===== src/rtl/uart_pkg.sv =====
// Shared constants and types for the 8N1 UART transmitter/receiver pair.
package uart_pkg;

    localparam int DATA_BITS  = 8;
    localparam int FRAME_BITS = 10;
    localparam logic IDLE_LEVEL = 1'b1;

    typedef enum logic {
        TX_IDLE  = 1'b0,
        TX_SHIFT = 1'b1
    } tx_state_t;

    typedef enum logic [1:0] {
        RX_IDLE  = 2'd0,
        RX_START = 2'd1,
        RX_DATA  = 2'd2,
        RX_STOP  = 2'd3
    } rx_state_t;

    // Clock cycles per serial bit (integer division, truncating).
    function automatic int symbol_edge_time(input int clock_freq, input int baud_rate);
        return clock_freq / baud_rate;
    endfunction

endpackage


===== src/rtl/uart_receiver.sv =====
// 8N1 deserialiser: synchronises serial_in, samples each bit mid-period and
// presents the byte on a ready/valid port. A pending byte blocks new frames.
module uart_receiver
    import uart_pkg::*;
#(
    parameter int CLOCK_FREQ = 125_000_000,
    parameter int BAUD_RATE  = 115_200
) (
    input  logic                 clk,
    input  logic                 reset,
    input  logic                 serial_in,
    output logic [DATA_BITS-1:0] data_out,
    output logic                 data_out_valid,
    input  logic                 data_out_ready
);

    localparam int SYMBOL_EDGE_TIME = symbol_edge_time(CLOCK_FREQ, BAUD_RATE);
    localparam int SAMPLE_TIME = SYMBOL_EDGE_TIME / 2;
    localparam int CW = $clog2(SYMBOL_EDGE_TIME);
    localparam int BW = $clog2(DATA_BITS);
    localparam logic [CW-1:0] SYMBOL_LAST = CW'(SYMBOL_EDGE_TIME - 1);
    localparam logic [CW-1:0] SAMPLE_LAST = CW'(SAMPLE_TIME - 1);
    localparam logic [BW-1:0] BIT_LAST    = BW'(DATA_BITS - 1);

    logic [1:0]           sync_r;
    logic                 rx_bit_s;
    rx_state_t            state_r;
    logic [DATA_BITS-1:0] shift_r;
    logic [BW-1:0]        bit_cnt_r;
    logic [CW-1:0]        clk_cnt_r;
    logic [DATA_BITS-1:0] data_r;
    logic                 valid_r;

    // Two-flop synchroniser for the asynchronous serial line.
    always_ff @(posedge clk) begin
        if (reset) begin
            sync_r <= {2{IDLE_LEVEL}};
        end else begin
            sync_r <= {sync_r[0], serial_in};
        end
    end

    assign rx_bit_s = sync_r[1];

    // Frame sampler and output holding register with consumer handshake.
    always_ff @(posedge clk) begin
        if (reset) begin
            state_r   <= RX_IDLE;
            shift_r   <= '0;
            bit_cnt_r <= '0;
            clk_cnt_r <= '0;
            data_r    <= '0;
            valid_r   <= 1'b0;
        end else begin
            if (valid_r && data_out_ready) begin
                valid_r <= 1'b0;
            end else begin
                valid_r <= valid_r;
            end
            case (state_r)
                RX_IDLE: begin
                    clk_cnt_r <= '0;
                    bit_cnt_r <= '0;
                    // A pending byte blocks new frames so it is never overwritten.
                    if (!valid_r && (rx_bit_s == ~IDLE_LEVEL)) begin
                        state_r <= RX_START;
                    end else begin
                        state_r <= RX_IDLE;
                    end
                end
                RX_START: begin
                    if (clk_cnt_r == SAMPLE_LAST) begin
                        clk_cnt_r <= '0;
                        // A line back at idle mid start bit was only a glitch.
                        state_r <= (rx_bit_s == IDLE_LEVEL) ? RX_IDLE : RX_DATA;
                    end else begin
                        clk_cnt_r <= clk_cnt_r + CW'(1);
                    end
                end
                RX_DATA: begin
                    if (clk_cnt_r == SYMBOL_LAST) begin
                        clk_cnt_r <= '0;
                        shift_r   <= {rx_bit_s, shift_r[DATA_BITS-1:1]};
                        if (bit_cnt_r == BIT_LAST) begin
                            state_r <= RX_STOP;
                        end else begin
                            bit_cnt_r <= bit_cnt_r + BW'(1);
                        end
                    end else begin
                        clk_cnt_r <= clk_cnt_r + CW'(1);
                    end
                end
                RX_STOP: begin
                    if (clk_cnt_r == SYMBOL_LAST) begin
                        // Stop level is not checked; the byte is delivered regardless.
                        clk_cnt_r <= '0;
                        data_r    <= shift_r;
                        valid_r   <= 1'b1;
                        state_r   <= RX_IDLE;
                    end else begin
                        clk_cnt_r <= clk_cnt_r + CW'(1);
                    end
                end
                default: begin
                    state_r <= RX_IDLE;
                end
            endcase
        end
    end

    assign data_out       = data_r;
    assign data_out_valid = valid_r;

endmodule


===== src/rtl/uart_transmitter.sv =====
// 8N1 serialiser: accepts a byte on a ready/valid handshake and shifts out
// {stop, data[7:0], start} LSB first, one bit every SYMBOL_EDGE_TIME cycles.
module uart_transmitter
    import uart_pkg::*;
#(
    parameter int CLOCK_FREQ = 125_000_000,
    parameter int BAUD_RATE  = 115_200
) (
    input  logic                 clk,
    input  logic                 reset,
    input  logic [DATA_BITS-1:0] data_in,
    input  logic                 data_in_valid,
    output logic                 data_in_ready,
    output logic                 serial_out
);

    localparam int SYMBOL_EDGE_TIME = symbol_edge_time(CLOCK_FREQ, BAUD_RATE);
    localparam int CW = $clog2(SYMBOL_EDGE_TIME);
    localparam int BW = $clog2(FRAME_BITS);
    localparam logic [CW-1:0] SYMBOL_LAST = CW'(SYMBOL_EDGE_TIME - 1);
    localparam logic [BW-1:0] BIT_LAST    = BW'(FRAME_BITS - 1);

    tx_state_t             state_r;
    logic [FRAME_BITS-1:0] shift_r;
    logic [BW-1:0]         bit_cnt_r;
    logic [CW-1:0]         clk_cnt_r;
    logic                  ready_r;
    logic                  serial_r;

    // Frame sequencer: latch the byte on handshake, then walk the ten frame bits.
    always_ff @(posedge clk) begin
        if (reset) begin
            state_r   <= TX_IDLE;
            shift_r   <= {FRAME_BITS{IDLE_LEVEL}};
            bit_cnt_r <= '0;
            clk_cnt_r <= '0;
            ready_r   <= 1'b1;
            serial_r  <= IDLE_LEVEL;
        end else begin
            case (state_r)
                TX_IDLE: begin
                    clk_cnt_r <= '0;
                    bit_cnt_r <= '0;
                    if (data_in_valid) begin
                        // Start bit goes out on the very next cycle.
                        shift_r  <= {IDLE_LEVEL, data_in, ~IDLE_LEVEL};
                        serial_r <= ~IDLE_LEVEL;
                        ready_r  <= 1'b0;
                        state_r  <= TX_SHIFT;
                    end else begin
                        serial_r <= IDLE_LEVEL;
                        ready_r  <= 1'b1;
                    end
                end
                TX_SHIFT: begin
                    if (clk_cnt_r == SYMBOL_LAST) begin
                        clk_cnt_r <= '0;
                        if (bit_cnt_r == BIT_LAST) begin
                            // Stop bit fully elapsed: line idles, accept next byte.
                            state_r  <= TX_IDLE;
                            serial_r <= IDLE_LEVEL;
                            ready_r  <= 1'b1;
                        end else begin
                            bit_cnt_r <= bit_cnt_r + BW'(1);
                            serial_r  <= shift_r[1];
                            shift_r   <= {IDLE_LEVEL, shift_r[FRAME_BITS-1:1]};
                        end
                    end else begin
                        clk_cnt_r <= clk_cnt_r + CW'(1);
                    end
                end
                default: begin
                    state_r  <= TX_IDLE;
                    serial_r <= IDLE_LEVEL;
                    ready_r  <= 1'b1;
                end
            endcase
        end
    end

    assign data_in_ready = ready_r;
    assign serial_out    = serial_r;

endmodule


===== src/rtl/uart_transceiver.sv =====
// Full-duplex 8N1 UART: independent transmitter and receiver sharing a clock.
module uart_transceiver
    import uart_pkg::*;
#(
    parameter int CLOCK_FREQ = 125_000_000,
    parameter int BAUD_RATE  = 115_200
) (
    input  logic                 clk,
    input  logic                 reset,
    input  logic [DATA_BITS-1:0] data_in,
    input  logic                 data_in_valid,
    output logic                 data_in_ready,
    output logic [DATA_BITS-1:0] data_out,
    output logic                 data_out_valid,
    input  logic                 data_out_ready,
    input  logic                 serial_in,
    output logic                 serial_out
);

    uart_transmitter #(
        .CLOCK_FREQ(CLOCK_FREQ),
        .BAUD_RATE (BAUD_RATE)
    ) u_tx (
        .clk          (clk),
        .reset        (reset),
        .data_in      (data_in),
        .data_in_valid(data_in_valid),
        .data_in_ready(data_in_ready),
        .serial_out   (serial_out)
    );

    uart_receiver #(
        .CLOCK_FREQ(CLOCK_FREQ),
        .BAUD_RATE (BAUD_RATE)
    ) u_rx (
        .clk           (clk),
        .reset         (reset),
        .serial_in     (serial_in),
        .data_out      (data_out),
        .data_out_valid(data_out_valid),
        .data_out_ready(data_out_ready)
    );

endmodule


===== config.mk =====
export PLATFORM = sky130hd
export DESIGN_NAME = uart_transceiver
export DESIGN_NICKNAME = d
export VERILOG_FILES = /design/src/rtl/uart_pkg.sv /design/src/rtl/uart_receiver.sv /design/src/rtl/uart_transmitter.sv /design/src/rtl/uart_transceiver.sv
export SDC_FILE = /design/constraint.sdc
export NUM_CORES = 1
export LEC_CHECK = 0
export ABC_AREA = 1
export BUFFER_PORTS_ARGS = -buffer_cell sky130_fd_sc_hd__buf_2
export CORE_UTILIZATION = 43
export DETAILED_ROUTE_END_ITERATION = 16
export HOLD_SLACK_MARGIN = 0.05
export SLEW_MARGIN = 25
export SYNTH_ARGS = -nofsm -noshare
export SYNTH_HDL_FRONTEND = slang
export SYNTH_HIERARCHICAL = 1
export SYNTH_SLANG_ARGS = --single-unit

===== constraint.sdc =====
create_clock -name clk -period 1.7 [get_ports clk]
set_input_delay 0.085 -clock clk [delete_from_list [all_inputs] [get_ports clk]]
set_output_delay 0.085 -clock clk [all_outputs]
set_load 0.05 [all_outputs]

# Word level (Yosys, flattened, before mapping)
# Index checks and enable logic that the tools add are counted.
[word_totals] register_bits=63 input_bits=13 output_inout_bits=11 wordCells=85
[op_classes] add_sub_neg=4 eq_ne=17 n_mux=36 bitwise=2 n_reduce_logical=13
[ops] operator="$mux 11" count=3
[ops] operator="$pmux 11 s3" count=1
[ops] operator="$mux 10" count=3
[ops] operator="$add 11x1->11 const B" count=2
[ops] operator="$eq 11x11->1 const B" count=2
[ops] operator="$pmux 11 s2" count=1
[ops] operator="$pmux 10 s2" count=1
[ops] operator="$mux 1" count=12
[ops] operator="$eq 11x10->1 const B" count=1
[ops] operator="$mux 2" count=5
[ops] operator="$ne 2x2->1 const B" count=5
[ops] operator="$mux 4" count=2
[ops] operator="$ne 2x1->1 const B" count=4
[ops] operator="$pmux 2 s4" count=1
[ops] operator="$pmux 4 s2" count=1
[ops] operator="$reduce_and 2->1" count=4
[ops] operator="$mux 3" count=2
[ops] operator="$pmux 1 s2" count=3
[ops] operator="$pmux 3 s2" count=1
[ops] operator="$reduce_and 3->1" count=2
[ops] operator="$add 4x1->4 const B" count=1
[ops] operator="$eq 2x2->1 const B" count=2
[ops] operator="$eq 4x4->1 const B" count=1
[ops] operator="$reduce_and 4->1" count=1
[ops] operator="other kinds (9)" count=11

# Logic depth before layout (Yosys ltp)
[depth] ltp_word=4 ltp_mapped=10 depth_no_buf=9

# Modules after synthesis
# Netlist, hierarchy kept.
[by_module_without_submodules] module="uart_receiver" instances=1 cells_each=229 area_each_um2=1671.6 seq_area_each_um2=700.7
[by_module_without_submodules] module="uart_transmitter" instances=1 cells_each=189 area_each_um2=1378.8 seq_area_each_um2=520.5

# Least setup slack after synthesis
# No wires, ideal clock.
[synth_path] path_type="flip-flop to flip-flop" start="reg u_rx.clk_cnt_r[0]" end="reg u_rx.shift_r[0]" setup_time_ps=113 t_arrival_ps=1248 t_required_ps=1587 setup_slack_ps=340 path_stages_with_launch=10 path_buffers=1 synth_period_minus_slack_ps=1360 path_cell_list="dfxtp_1 inv_1 ha_1 nand2_1 nand3b_4 nor2_4 nand2_4 buf_6 nor2_1 nor2_1"
[synth_between] elab_chain_cells=2
[synth_rtl] item="from (decl)" line_no="uart_receiver.sv:30" text="logic [CW-1:0] clk_cnt_r;"
[synth_rtl] item="from (signal assigned)" line_no="uart_receiver.sv:77" text="clk_cnt_r <= clk_cnt_r + CW'(1);"
[synth_rtl] item="from (signal assigned)" line_no="uart_receiver.sv:90" text="clk_cnt_r <= clk_cnt_r + CW'(1);"
[synth_rtl] item="from (signal assigned)" line_no="uart_receiver.sv:101" text="clk_cnt_r <= clk_cnt_r + CW'(1);"
[synth_rtl] item="$eq 11x11->1" line_no="uart_receiver.sv:81" text="if (clk_cnt_r == SYMBOL_LAST) begin"
[synth_rtl] item="$reduce_and 2->1 (no line)"
[synth_rtl] item="to (signal assigned)" line_no="uart_receiver.sv:83" text="shift_r <= {rx_bit_s, shift_r[DATA_BITS-1:1]};"
[synth_rtl] item="to (decl)" line_no="uart_receiver.sv:28" text="logic [DATA_BITS-1:0] shift_r;"
# No other way between the ends.
# A chain may end at the register's enable or synchronous reset.

# Worst setup path in the final report
[layout_path] start="reg u_rx.clk_cnt_r[0]" end="reg u_rx.clk_cnt_r[0]"
[layout_between] elab_chain_cells=3 word_cells_on_any_way=6
[layout_rtl] item="$add 11x1->11, or another cell as far along" line_no="uart_receiver.sv:77, uart_receiver.sv:90, uart_receiver.sv:101"
[layout_rtl] item="$mux 11 (on tied branches)" line_no="uart_receiver.sv:81, uart_receiver.sv:94, uart_receiver.sv:72"
[layout_rtl] item="$pmux 11 s3 *" line_no="uart_receiver.sv:60" text="case (state_r)"
# Mark *: on every way between the ends. The rest lies on a longest branch, timed or not.

==> impl_table.tex <==
\begin{tabular}{lr}
\hline
Metric & Value \\
\hline
\multicolumn{2}{l}{\textbf{Floorplanning}} \\
Standard-cell rows & 30 \\
Die outline area & 7430 µm² \\
Chip width & 86.2 µm \\
Area of the core & 6830 µm² \\
Initial standard-cell utilization of the core & 44.7\% \\
Top-Level Pins & 24 \\
Chip height & 86.2 µm \\
\multicolumn{2}{l}{\textbf{Synth}} \\
Leading post-synthesis cells by cell area & dfxtp\_1 40\%, nand2\_1 11\%, nor2\_1 8.6\% \\
Part of the Yosys area used for sequential elements & 40.0\% \\
Synth cell types & 36 \\
Most common cell in the netlist & nand2\_1 \\
FF+latch count, synth & 61 \\
Number of synthesis warnings & 6 \\
Primary flip-flop cell chosen by synthesis mapping & dfxtp\_1 \\
Async set-or-reset flop fraction in the synthesized netlist & 0\% \\
Number of instances in the synthesized netlist & 418 \\
Most frequent cells after synthesis & 86 x nand2\_1, 70 x nor2\_1, 61 x dfxtp\_1, 48 x inv\_1, 40 x nand3\_1 \\
Synth top area share & 40.0\% \\
Netlist Area Pre-Place & 3050 µm² \\
Syn nets & 440 \\
Cell type contributing the most total cell area after synthesis & dfxtp\_1 \\
Avg Cell Area, Syn & 7.30 µm² \\
Number of enable-type register cells in the synthesized netlist & 0 \\
\multicolumn{2}{l}{\textbf{GRT}} \\
Grt total ovfl & 0 \\
Via count of the first global-routing pass & 2379 \\
Initial antenna violation count & 0 \\
Aggregate global-route resource usage & 17.6\% \\
Wire length of the first global-routing pass & 10300 µm \\
Maximum number of pins on one net before global-route repair & 21 \\
\multicolumn{2}{l}{\textbf{Layout}} \\
Register cell area after layout & 1220 µm² \\
Net total in the final layout & 480 \\
Combined area of the multi-input logic cells & 1570 µm² \\
Filler Cells Inserted & 692 \\
Share of final-layout standard cells stronger than drive strength 1 & 17.1\% \\
Syn-to-layout area delta & 17.2\% \\
Ant. Diodes & 0 \\
\multicolumn{2}{l}{\textbf{Job}} \\
Max cap viols & 0 \\
\multicolumn{2}{l}{\textbf{Clock tree}} \\
Count of clock tree sinks & 61 \\
Clock tree from TritonCTS & done \\
Clock buffers created by TritonCTS & 9 \\
Number of buffers on the longest clock path & 2 \\
Maximum level of the CTS H-tree & 3 \\
Post-CTS sizing & 0 \\
Number of buffers inserted by hold repair at cts & 10 \\
Clock input transition at the sequential cells of the worst setup and hold paths & 0.07 ns \\
Clock latency on the worst-skew pair & 0.34 ns \\
CTS root buf & clkbuf\_8 \\
\# Post-CTS Setup Buffers & 0 \\
\multicolumn{2}{l}{\textbf{Pwr}} \\
Static leakage & 0.00162 µW \\
Total internal power & 2350 µW \\
Combinational cell fraction of total power & 7.7\% \\
Worst voltage drop across the vdd grid & 0.543 mV \\
Clock network fraction of design power & 44.1\% \\
Switching share of power & 23.6\% \\
Power Dens Cells & 861 nW/µm² \\
Power, Total & 3080 µW \\
Psw & 727 µW \\
Sequential fraction of design power & 48.1\% \\
\multicolumn{2}{l}{\textbf{STA}} \\
Minimum period implied by the final worst setup slack & 1.50 ns \\
Actual slew at the worst max-slew pin & 0.337 ns \\
Final hold violations & 0 \\
Setup violation total in the final timing report & 0 \\
Worst setup slack after layout & 0.203 ns \\
Worst relative slew slack & 77.4\% \\
Max Slew Vio Count & 0 \\
Clock skew & 0.00903 ns \\
Maximum clock rate & 668 MHz \\
Post-route fraction of the period consumed by the critical path & 88.1\% \\
Accumulated negative setup slack & 0 ns \\
Unrepaired setup endpoints after global routing & false \\
\multicolumn{2}{l}{\textbf{Drt}} \\
Number of DRC markers in iteration 0 & 87 \\
Post-detailed-route count of antenna-violating nets & 0 \\
Number of vias per cell after detailed routing & 4.64 \\
Post-route DRC & 0 \\
WL final & 5880 µm \\
Via count & 2594 \\
WL/cell & 10.5 µm \\
Number of detailed-route iterations in the first pass & 4 \\
\multicolumn{2}{l}{\textbf{Worst hold path}} \\
Hold path startpoint & reset \\
Hold Crit Class & input pin to flip-flop \\
\multicolumn{2}{l}{\textbf{Setup path}} \\
Crit-path max FO & 8 \\
Crit path max-delay cell type & dfxtp\_1 \\
Worst Path Required & 1.92 ns \\
Type of the worst setup path & flip-flop to flip-flop \\
Ordered cell list for the critical path & inv\_1, ha\_1, nand2\_1, nor2\_1, nand3\_2, nand2\_1, nand2\_2, nand2\_4, nor2\_1 \\
Maximum cell stage delay along the critical path & 0.35 ns \\
Worst setup startpoint & u\_rx/clk\_cnt\_r[0] \\
Type of element capturing the critical path & flip-flop \\
Critical path data arrival time & 1.72 ns \\
Startpoint Class & flip-flop \\
FF-to-FF Start & u\_rx/clk\_cnt\_r[0] \\
\multicolumn{2}{l}{\textbf{Placed design}} \\
Number of buffers added on ports & 23 \\
GP Congestion & 0.760 \\
HPWL after detailed placement & 4030 µm \\
Post-place setup slack & 0.185 ns \\
\multicolumn{2}{l}{\textbf{Status}} \\
Run status & finished clean \\
\hline
\end{tabular}
-- layout by cell type, fill, tap and decap left out, drive strengths merged --
cell type	instances
o21ai	12
o21a	1
nand3b	1
o211ai	1
nor2	79
xnor2	3
nor3	11
a31oi	1
buf	28
inv	52
xor2	6
or2	3
clkinv	2
bufinv	1
dfxtp	61
ha	9
nor4	1
nand3	43
nand4	10
nor3b	1
clkinvlp	1
dlygate4sd3	10
a21oi	16
nand2	97
clkbuf	13
-- power groups by stage --
stage,combinational (µW),sequential [µW],clock (µW)
after floorplan,153,1530,0
after global placement,222,1510,0
after detailed placement,223,1510,0
after CTS,241,1480,1420
after global routing,270,1480,1480
final,238,1480,1360
-- routing by layer --
layer	wire length, µm	part of all wire (%)	up-vias	track usage, %
met1	2880	49	1144	21.1
li1	-	-	1398	-
met3	242	4.1	4	6.48
met2	2720	46	48	29.4
met5	0	0	-	0
met4	42	0.71	0	5.61
-- stage by stage --
| stage | utilization, % | hold WS (ns) | cells | area, µm² |
|---|---|---|---|---|
| finish | 52.3 | 0.0888 | 559 | 3570 |
| floorplan | - | 0.147 | 418 | 3050 |
| global route | 52.3 | 0.0934 | 559 | 3570 |
| CTS | 52.3 | 0.0728 | 559 | 3570 |
| detailed placement | 47.8 | 0.277 | 533 | 3260 |
| global placement | 47.8 | 0.277 | 533 | 3260 |
-- layout make-up --
type	count	area share [%]
Inverter	53	5.60
Sequential cell	61	34.2
Timing Repair Buffer	38	7.07
Multi-Input combinational cell	295	43.9
Tap cell	96	3.36
Clock buffer	13	4.73
Clock inverter	3	1.19
-- registers in the layout, summed over array words and instances, names as in the netlist, named ones only --
register / cells
u_rx/bit_cnt_r: 3
u_rx/clk_cnt_r: 11
u_rx/data_out: 8
u_rx/data_out_valid: 1
u_rx/shift_r: 8
u_rx/state_r: 1
u_rx/sync_r: 2
u_tx/bit_cnt_r: 4
u_tx/clk_cnt_r: 11
u_tx/data_in_ready: 1
u_tx/serial_out: 1
u_tx/shift_r: 8
u_tx/state_r: 1
-- critical path: cells and delay by family (launching register included) --
kind                       cells  cell delay, ns
and+or+nand+nor                7            0.76
buffers and inverters          1            0.10
adders and majority gates      1            0.17
DFF                            1            0.35
-- path summary, 6_finish.rpt --
path,endpoint,slack (ns),cells past startpoint
worst max-delay path,u_rx/clk_cnt_r[0],0.20,9
worst min register to register,u_rx/sync_r[1],0.41,1
worst min-delay path,u_tx/bit_cnt_r[1],0.09,2
worst max register to register,u_rx/clk_cnt_r[0],0.20,9
-- logic make-up (layout without fill, tap and decap cells) --
| logic type | count (synthesis) | after routing | synth area share, % |
|---|---|---|---|
| AND/OR/NAND/NOR | 246 | 246 | 39.7 |
| buffers and inverters | 62 | 107 | 8.53 |
| AO/OA/AOI/OAI | 31 | 31 | 5.41 |
| XOR/XNOR | 9 | 9 | 2.58 |
| adder cells (fa/ha/maj) | 9 | 9 | 3.69 |
| flip-flops | 61 | 61 | 40.0 |
(Power assumes the default switching activity.)
